`config.mk`:
```
export PLATFORM = sky130hd
export DESIGN_NAME = hex_scan_driver
export DESIGN_NICKNAME = d
export VERILOG_FILES = /design/src/rtl/hex_scan_pkg.sv /design/src/rtl/hex_to_7seg.sv /design/src/rtl/hex_scan_driver.sv
export SDC_FILE = /design/constraint.sdc
export NUM_CORES = 1
export LEC_CHECK = 0
export ABC_AREA = 1
export CORE_MARGIN = 3
export CORE_UTILIZATION = 49
export CTS_CLUSTER_DIAMETER = 80
export DETAILED_ROUTE_END_ITERATION = 10
export GPL_TIMING_DRIVEN = 0
export PLACE_DENSITY = 0.77
export SLEW_MARGIN = 30
export SYNTH_ARGS = -nofsm -noshare
export SYNTH_HDL_FRONTEND = slang
export SYNTH_SLANG_ARGS = --single-unit
```
`constraint.sdc`:
```
create_clock -name clk -period 1.6 [get_ports clk]
set_clock_uncertainty 0.05 [all_clocks]
set_input_delay 0.16 -clock clk [delete_from_list [all_inputs] [get_ports clk]]
set_output_delay 0.16 -clock clk [all_outputs]
set_load 0.01 [all_outputs]
```
`src/rtl/hex_scan_pkg.sv`:
```
// Shared types and constants for the multiplexed 4-digit hex display driver.
// Holds the active-high segment table, the slot index type and the per-slot scan states.
package hex_scan_pkg;

  typedef logic [1:0] slot_t;

  typedef enum logic {
    BLANK = 1'b0,
    DRIVE = 1'b1
  } scan_state_t;

  // Segment patterns ordered {g,f,e,d,c,b,a}, indexed by hex value
  localparam logic [6:0] SEG_LUT [16] = '{
    7'h3F, 7'h06, 7'h5B, 7'h4F, 7'h66, 7'h6D, 7'h7D, 7'h07,
    7'h7F, 7'h6F, 7'h77, 7'h7C, 7'h39, 7'h5E, 7'h79, 7'h71
  };

  function automatic logic [3:0] digit_sel(input logic [15:0] word, input slot_t slot);
    return word[{slot, 2'b00} +: 4];
  endfunction

endpackage

```
`src/rtl/hex_to_7seg.sv`:
```
// Combinational hex digit to active-high 7-segment pattern; zero latency, no flow control.
// Output polarity is left to the caller.
module hex_to_7seg
  import hex_scan_pkg::*;
(
  input  logic [3:0] value,
  output logic [6:0] seg
);

  assign seg = SEG_LUT[value];

endmodule

```
`src/rtl/hex_scan_driver.sv`:
```
// Double-buffered 4-digit multiplexed 7-segment driver with dead time, blanking and zero suppression.
// Outputs registered, 1 cycle behind the scan position; no backpressure, updates land on frame boundaries.
module hex_scan_driver
  import hex_scan_pkg::*;
#(
  parameter int PRESCALE     = 50000,
  parameter int BLANK_CYCLES = 2,
  parameter int ACTIVE_LOW   = 1
) (
  input  logic        clk,
  input  logic        reset_n,
  input  logic        load,
  input  logic [3:0]  data0,
  input  logic [3:0]  data1,
  input  logic [3:0]  data2,
  input  logic [3:0]  data3,
  input  logic [3:0]  blank_en,
  input  logic        lz_suppress,
  output logic [6:0]  seg,
  output logic [3:0]  an,
  output logic        frame_done,
  output logic [15:0] shown
);

  localparam int               CW        = (PRESCALE > 1) ? $clog2(PRESCALE) : 1;
  localparam logic [CW-1:0]    CNT_LAST  = CW'(PRESCALE - 1);
  localparam logic [CW-1:0]    BLANK_END = CW'(BLANK_CYCLES);
  localparam logic             POL       = (ACTIVE_LOW != 0);
  localparam logic [3:0]       AN_OFF    = {4{POL}};
  localparam logic [6:0]       SEG_OFF   = {7{POL}};
  localparam scan_state_t      ST_RESET  = (BLANK_CYCLES > 0) ? BLANK : DRIVE;

  logic [CW-1:0] cnt;
  logic [CW-1:0] cnt_nxt;
  slot_t         slot;
  scan_state_t   state;
  logic          wrap;
  logic          frame_end;

  logic [15:0]   din;
  logic [15:0]   active;
  logic [15:0]   pending;
  logic          pend_vld;

  logic [3:1]    zero_run;
  logic [3:0]    dark;
  logic [3:0]    an_on;
  logic [3:0]    cur_digit;
  logic [6:0]    seg_hi;

  assign din       = {data3, data2, data1, data0};
  assign wrap      = (cnt == CNT_LAST);
  assign frame_end = wrap && (slot == 2'd3);
  assign cnt_nxt   = wrap ? '0 : cnt + CW'(1);
  assign shown     = active;

  // Pending captures every load; active only moves at the frame boundary, where a
  // simultaneous load bypasses the pending buffer so the newest data is never a frame late.
  always_ff @(posedge clk or negedge reset_n) begin
    if (!reset_n) begin
      active   <= 16'h0;
      pending  <= 16'h0;
      pend_vld <= 1'b0;
    end else begin
      if (load) begin
        pending <= din;
      end
      if (frame_end) begin
        if (load) begin
          active <= din;
        end else if (pend_vld) begin
          active <= pending;
        end
        pend_vld <= 1'b0;
      end else if (load) begin
        pend_vld <= 1'b1;
      end
    end
  end

  // zero_run[i]: active digits i..3 are all zero
  always_comb begin
    zero_run[3] = (active[15:12] == 4'h0);
    zero_run[2] = zero_run[3] && (active[11:8] == 4'h0);
    zero_run[1] = zero_run[2] && (active[7:4] == 4'h0);
    dark[0]     = blank_en[0];
    dark[1]     = blank_en[1] || (lz_suppress && zero_run[1]);
    dark[2]     = blank_en[2] || (lz_suppress && zero_run[2]);
    dark[3]     = blank_en[3] || (lz_suppress && zero_run[3]);
  end

  assign cur_digit = digit_sel(active, slot);
  assign an_on     = 4'b0001 << slot;

  hex_to_7seg u_dec (
    .value (cur_digit),
    .seg   (seg_hi)
  );

  // Scan counter, slot FSM and output registers; state tracks the phase of the current cnt.
  always_ff @(posedge clk or negedge reset_n) begin
    if (!reset_n) begin
      cnt        <= '0;
      slot       <= 2'd0;
      state      <= ST_RESET;
      an         <= AN_OFF;
      seg        <= SEG_OFF;
      frame_done <= 1'b0;
    end else begin
      cnt <= cnt_nxt;
      if (wrap) begin
        slot <= slot + 2'd1;
      end
      state <= (cnt_nxt < BLANK_END) ? BLANK : DRIVE;

      case (state)
        DRIVE: begin
          if (!dark[slot]) begin
            an  <= an_on ^ AN_OFF;
            seg <= seg_hi ^ SEG_OFF;
          end else begin
            an  <= AN_OFF;
            seg <= SEG_OFF;
          end
        end
        default: begin
          an  <= AN_OFF;
          seg <= SEG_OFF;
        end
      endcase

      frame_done <= frame_end;
    end
  end

endmodule

```
==> results.md <==
* Number of buffers and inverters on the critical path at 0
* Total length of routed wires at 9160 µm
* Type of origin of the critical path: flop
* Worst hold path stage count at 3
* Insertion delay of the later-clocked pin in the worst-skew pair at 0.34 ns
* Synthesized flop and latch total at 64
* RSZ-0062 raised after global routing: yes
* Largest stage delay on the critical path at 0.42 ns
* Total of warnings raised by yosys at 0
* Drt via density at 5.32
* Final period util at 107%
* IO Port Bufs at 50
* DP HPWL at 5630 µm
* Worst R2R Setup Slack at -0.11 ns
* Number of library cell types mapped by synthesis at 30
* Tightest slew margin relative to the limit at 71.8%
* Core outline area at roughly 6500 µm²
* Max Cap Violations at 0
* Starting DRT DRC Count at roughly 240
* Critical Path End Type: flop
* Data arrival, critical path at 1.88 ns
* Max Freq at slightly below 600 MHz
* Cell accounting for the most synthesized area: sky130_fd_sc_hd__dfrtp_1
* Critical path depth at 10
* Compound-gate portion of the synthesized area at between 4 and 5%
* Synth top area share at approximately two fifths
* Gr usage total at 22.7%
* Cts bufs inserted at 9
* Clock transition time at the flip-flop clock pins of the worst setup and hold paths at 0.08 ns
* Floorplan die width at 88.4 µm
* Status: complete, but fails checks
* Number of nets in the synthesized netlist at approximately 470
* Maximum clock path buffer count at 2
* Mux cell area share after synthesis at 0%
* Largest fanout on the critical path at 6
* Antenna violations before repair at 0
* Async S/R FF share, synth at 100%
* Final standard cell area without fillers at 4720 µm²
* Worst Setup Path Type: flop to flop
* Number of pins exceeding their max-slew limit in the final report at 0
* EDFF count, synth at 0
* CP max-delay cell: sky130_fd_sc_hd__dfrtp_2
* Detailed-route DRC error count at 0
* Pwr Total at 3.29 mW
* Failing checks: negative setup slack
* Max rail drop VDD at approximately 0.00041 V
* Top Family by Delay on Critical Path: simple AND/OR/NAND/NOR gates
* Fin. Hold Viols at 0
* Max H-tree Level at 3
* Post-synthesis share of cell area spent on full adders, half adders and majority gates at between 3 and 4%
* Area of the mapped netlist at about 3300 µm²
* Worst path required time at 1.77 ns
* Xor/xnor share of the synthesized area at 0.527%
* Chain of cells forming the critical path: ha_4, nand3_4, nor2_4, nand2_1, nand2_1, nor2_1, nor2_1, nand2_2, nor2_4, nand3_2
* Wire length of the first global-routing pass at 13700 µm
* Largest net degree at the start of global routing at 53
* Post-route minimum period at roughly 1.7 ns
* Power per unit of standard cell area at between 600 and 700 nW/µm²
* Post-detailed-route wirelength per cell at 15.0 µm
* Global route total overflow at 0
* Starting density of the core at 51.5%
* Cells after synthesis at 435
* Number of cells on the worst reg-to-reg path at 10
* Via count of the first global-routing pass at 3023
* Routed Antenna Nets at 0
* Share of cells above drive strength 1 at 29.8%
* Share of synthesized area occupied by flip-flops and latches at 48.6%
* Mean cell area of the mapped netlist at 7.64 µm²
* Number of rows in the core area at 29
* Antenna diode instance count at 0
* Overall via count from detail_route at 3245
* Count of TritonRoute iterations in the first routing pass at 5
* Die ar. at 7810 µm²
* Placer congestion estimate at roughly 0.84
* Final setup slack of the worst path at -0.106 ns
* Top Ports at 52
* Cell area reported after detailed placement at about 4000 µm²
* Static leakage power at 2.40 nW
* Most common flop cell mapped by yosys: sky130_fd_sc_hd__dfrtp_1
* Final count of negative-setup-slack endpoints at 21
* Transition at the pin with the smallest max-transition slack at ~0.42 ns
* Clock tree root buffer cell: sky130_fd_sc_hd__clkbuf_8
* Final Core Density at roughly 73%
* Height of the die at 88.4 µm
* Most area-consuming cells after synthesis: sky130_fd_sc_hd__dfrtp_1 (40%), sky130_fd_sc_hd__nand2_1 (18%), sky130_fd_sc_hd__dfstp_2 (8.7%)
* Final Net Count at roughly 560
* CTS tree: yes
* Most repeated cell in the gate-level netlist after synthesis: sky130_fd_sc_hd__nand2_1
* Post-synthesis share of cell area spent on and, or, nand and nor gates at 34.6%
* Type of the tightest min-delay check: primary input to flop
* Largest family of logic cells by synthesized area: simple AND/OR/NAND/NOR gates
* Number of clock sinks at 64
* Post-place setup slack at -0.281 ns
* Commonest cells post-synth: sky130_fd_sc_hd__nand2_1 (162), sky130_fd_sc_hd__dfrtp_1 (53), sky130_fd_sc_hd__inv_1 (49)
* Synth-to-layout area growth at 42.1%
## worst register-to-register path: stages (launching register included)
cell,delay [ns]
sky130_fd_sc_hd__dfrtp_2,0.42
sky130_fd_sc_hd__ha_4,0.19
sky130_fd_sc_hd__nand3_4,0.16
sky130_fd_sc_hd__nor2_4,0.14
sky130_fd_sc_hd__nand2_1,0.06
sky130_fd_sc_hd__nand2_1,0.07
sky130_fd_sc_hd__nor2_1,0.06
sky130_fd_sc_hd__nor2_1,0.14
sky130_fd_sc_hd__nand2_2,0.09
sky130_fd_sc_hd__nor2_4,0.13
sky130_fd_sc_hd__nand3_2,0.08
## worst paths after layout
kind / from / endpoint
setup / recovery: cnt[0] / state
hold / removal: load / pending[1]
setup reg to reg: cnt[0] / state
hold reg to reg: pending[6] / pending[6]
max in group asynchronous: reset_n / an[1]
min in group asynchronous: reset_n / cnt[15]
## through the flow
step	hold WS (ns)	instances	setup TNS, ns
global placement	0.407	562	-102.43
global route	0.112	610	-2.41
detailed placement	-0.0262	563	-2.88
floorplan	-0.186	435	0
CTS	0.107	600	-0.171
finish	0.108	610	-0.889
## timing repair
action / CTS / global route
pin swaps: 16 / 27
gates resized for setup: 52 / 74
cloned: 1 / 2
buffers inserted: 19 / 8
endpoints found under the hold margin: 56 / 0
setup endpoints to repair: 33 / 33
hold buffers: 1 / 0
## state kept, by name, summed over array words and instances, names as in the netlist
register and flops:
cnt 16, pending 16, shown 16, seg 7, an 4, slot 2
frame_done 1, pend_vld 1, state 1
## cell type report
| type | count | area (µm²) |
|---|---|---|
| Multi-Input combinational cell | 311 | 1760 |
| Fill cell | 456 | 1730 |
| Sequential cell | 64 | 1630 |
| Timing Repair Buffer | 81 | 773 |
| Inverter | 53 | 216 |
| Clock buffer | 10 | 138 |
| Tap cell | 77 | 96.3 |
| Clock inverter | 6 | 58.8 |
| Buffer | 8 | 56.3 |
## where the power goes
| group | internal (mW) | leakage [nW] | switching, mW | total, mW |
|---|---|---|---|---|
| Clock | 0.754 | 0.106 | 0.660 | 1.41 |
| Combinational | 0.0886 | 1.50 | 0.105 | 0.193 |
| Sequential | 1.67 | 0.791 | 0.0123 | 1.68 |
| Total | 2.51 | 2.40 | 0.777 | 3.29 |
## layout by cell type, fill, tap and decap left out, drive strengths merged, types with 2 or more instances in the layout
| cell type | count |
|---|---|
| clkinv | 6 |
| or2 | 2 |
| nand3 | 44 |
| inv | 52 |
| ha | 10 |
| nor2 | 48 |
| buf | 37 |
| dlymetal6s2s | 3 |
| o21ai | 20 |
| o211ai | 2 |
| dlygate4sd2 | 8 |
| dfrtp | 53 |
| xor2 | 2 |
| clkdlybuf4s50 | 38 |
| nand2 | 166 |
| dfstp | 11 |
| nand4 | 6 |
| a21oi | 7 |
| clkbuf | 12 |
## kinds of logic (layout without fill, tap and decap cells)
group / after synthesis / count (layout)
compound gates: 31 / 31
xor+xnor: 2 / 2
fa+ha+maj: 10 / 10
buf+inv: 61 / 158
flops: 64 / 64
simple gates: 267 / 268
## routing by layer
layer	GRT usage [%]	up-vias	share of wire, %
li1	-	1553	-
met1	28.3	1539	42
met2	38.7	128	50
met3	5.21	25	6.3
met4	7.83	0	2.3
met5	0	-	0
(Power assumes the default switching activity.)
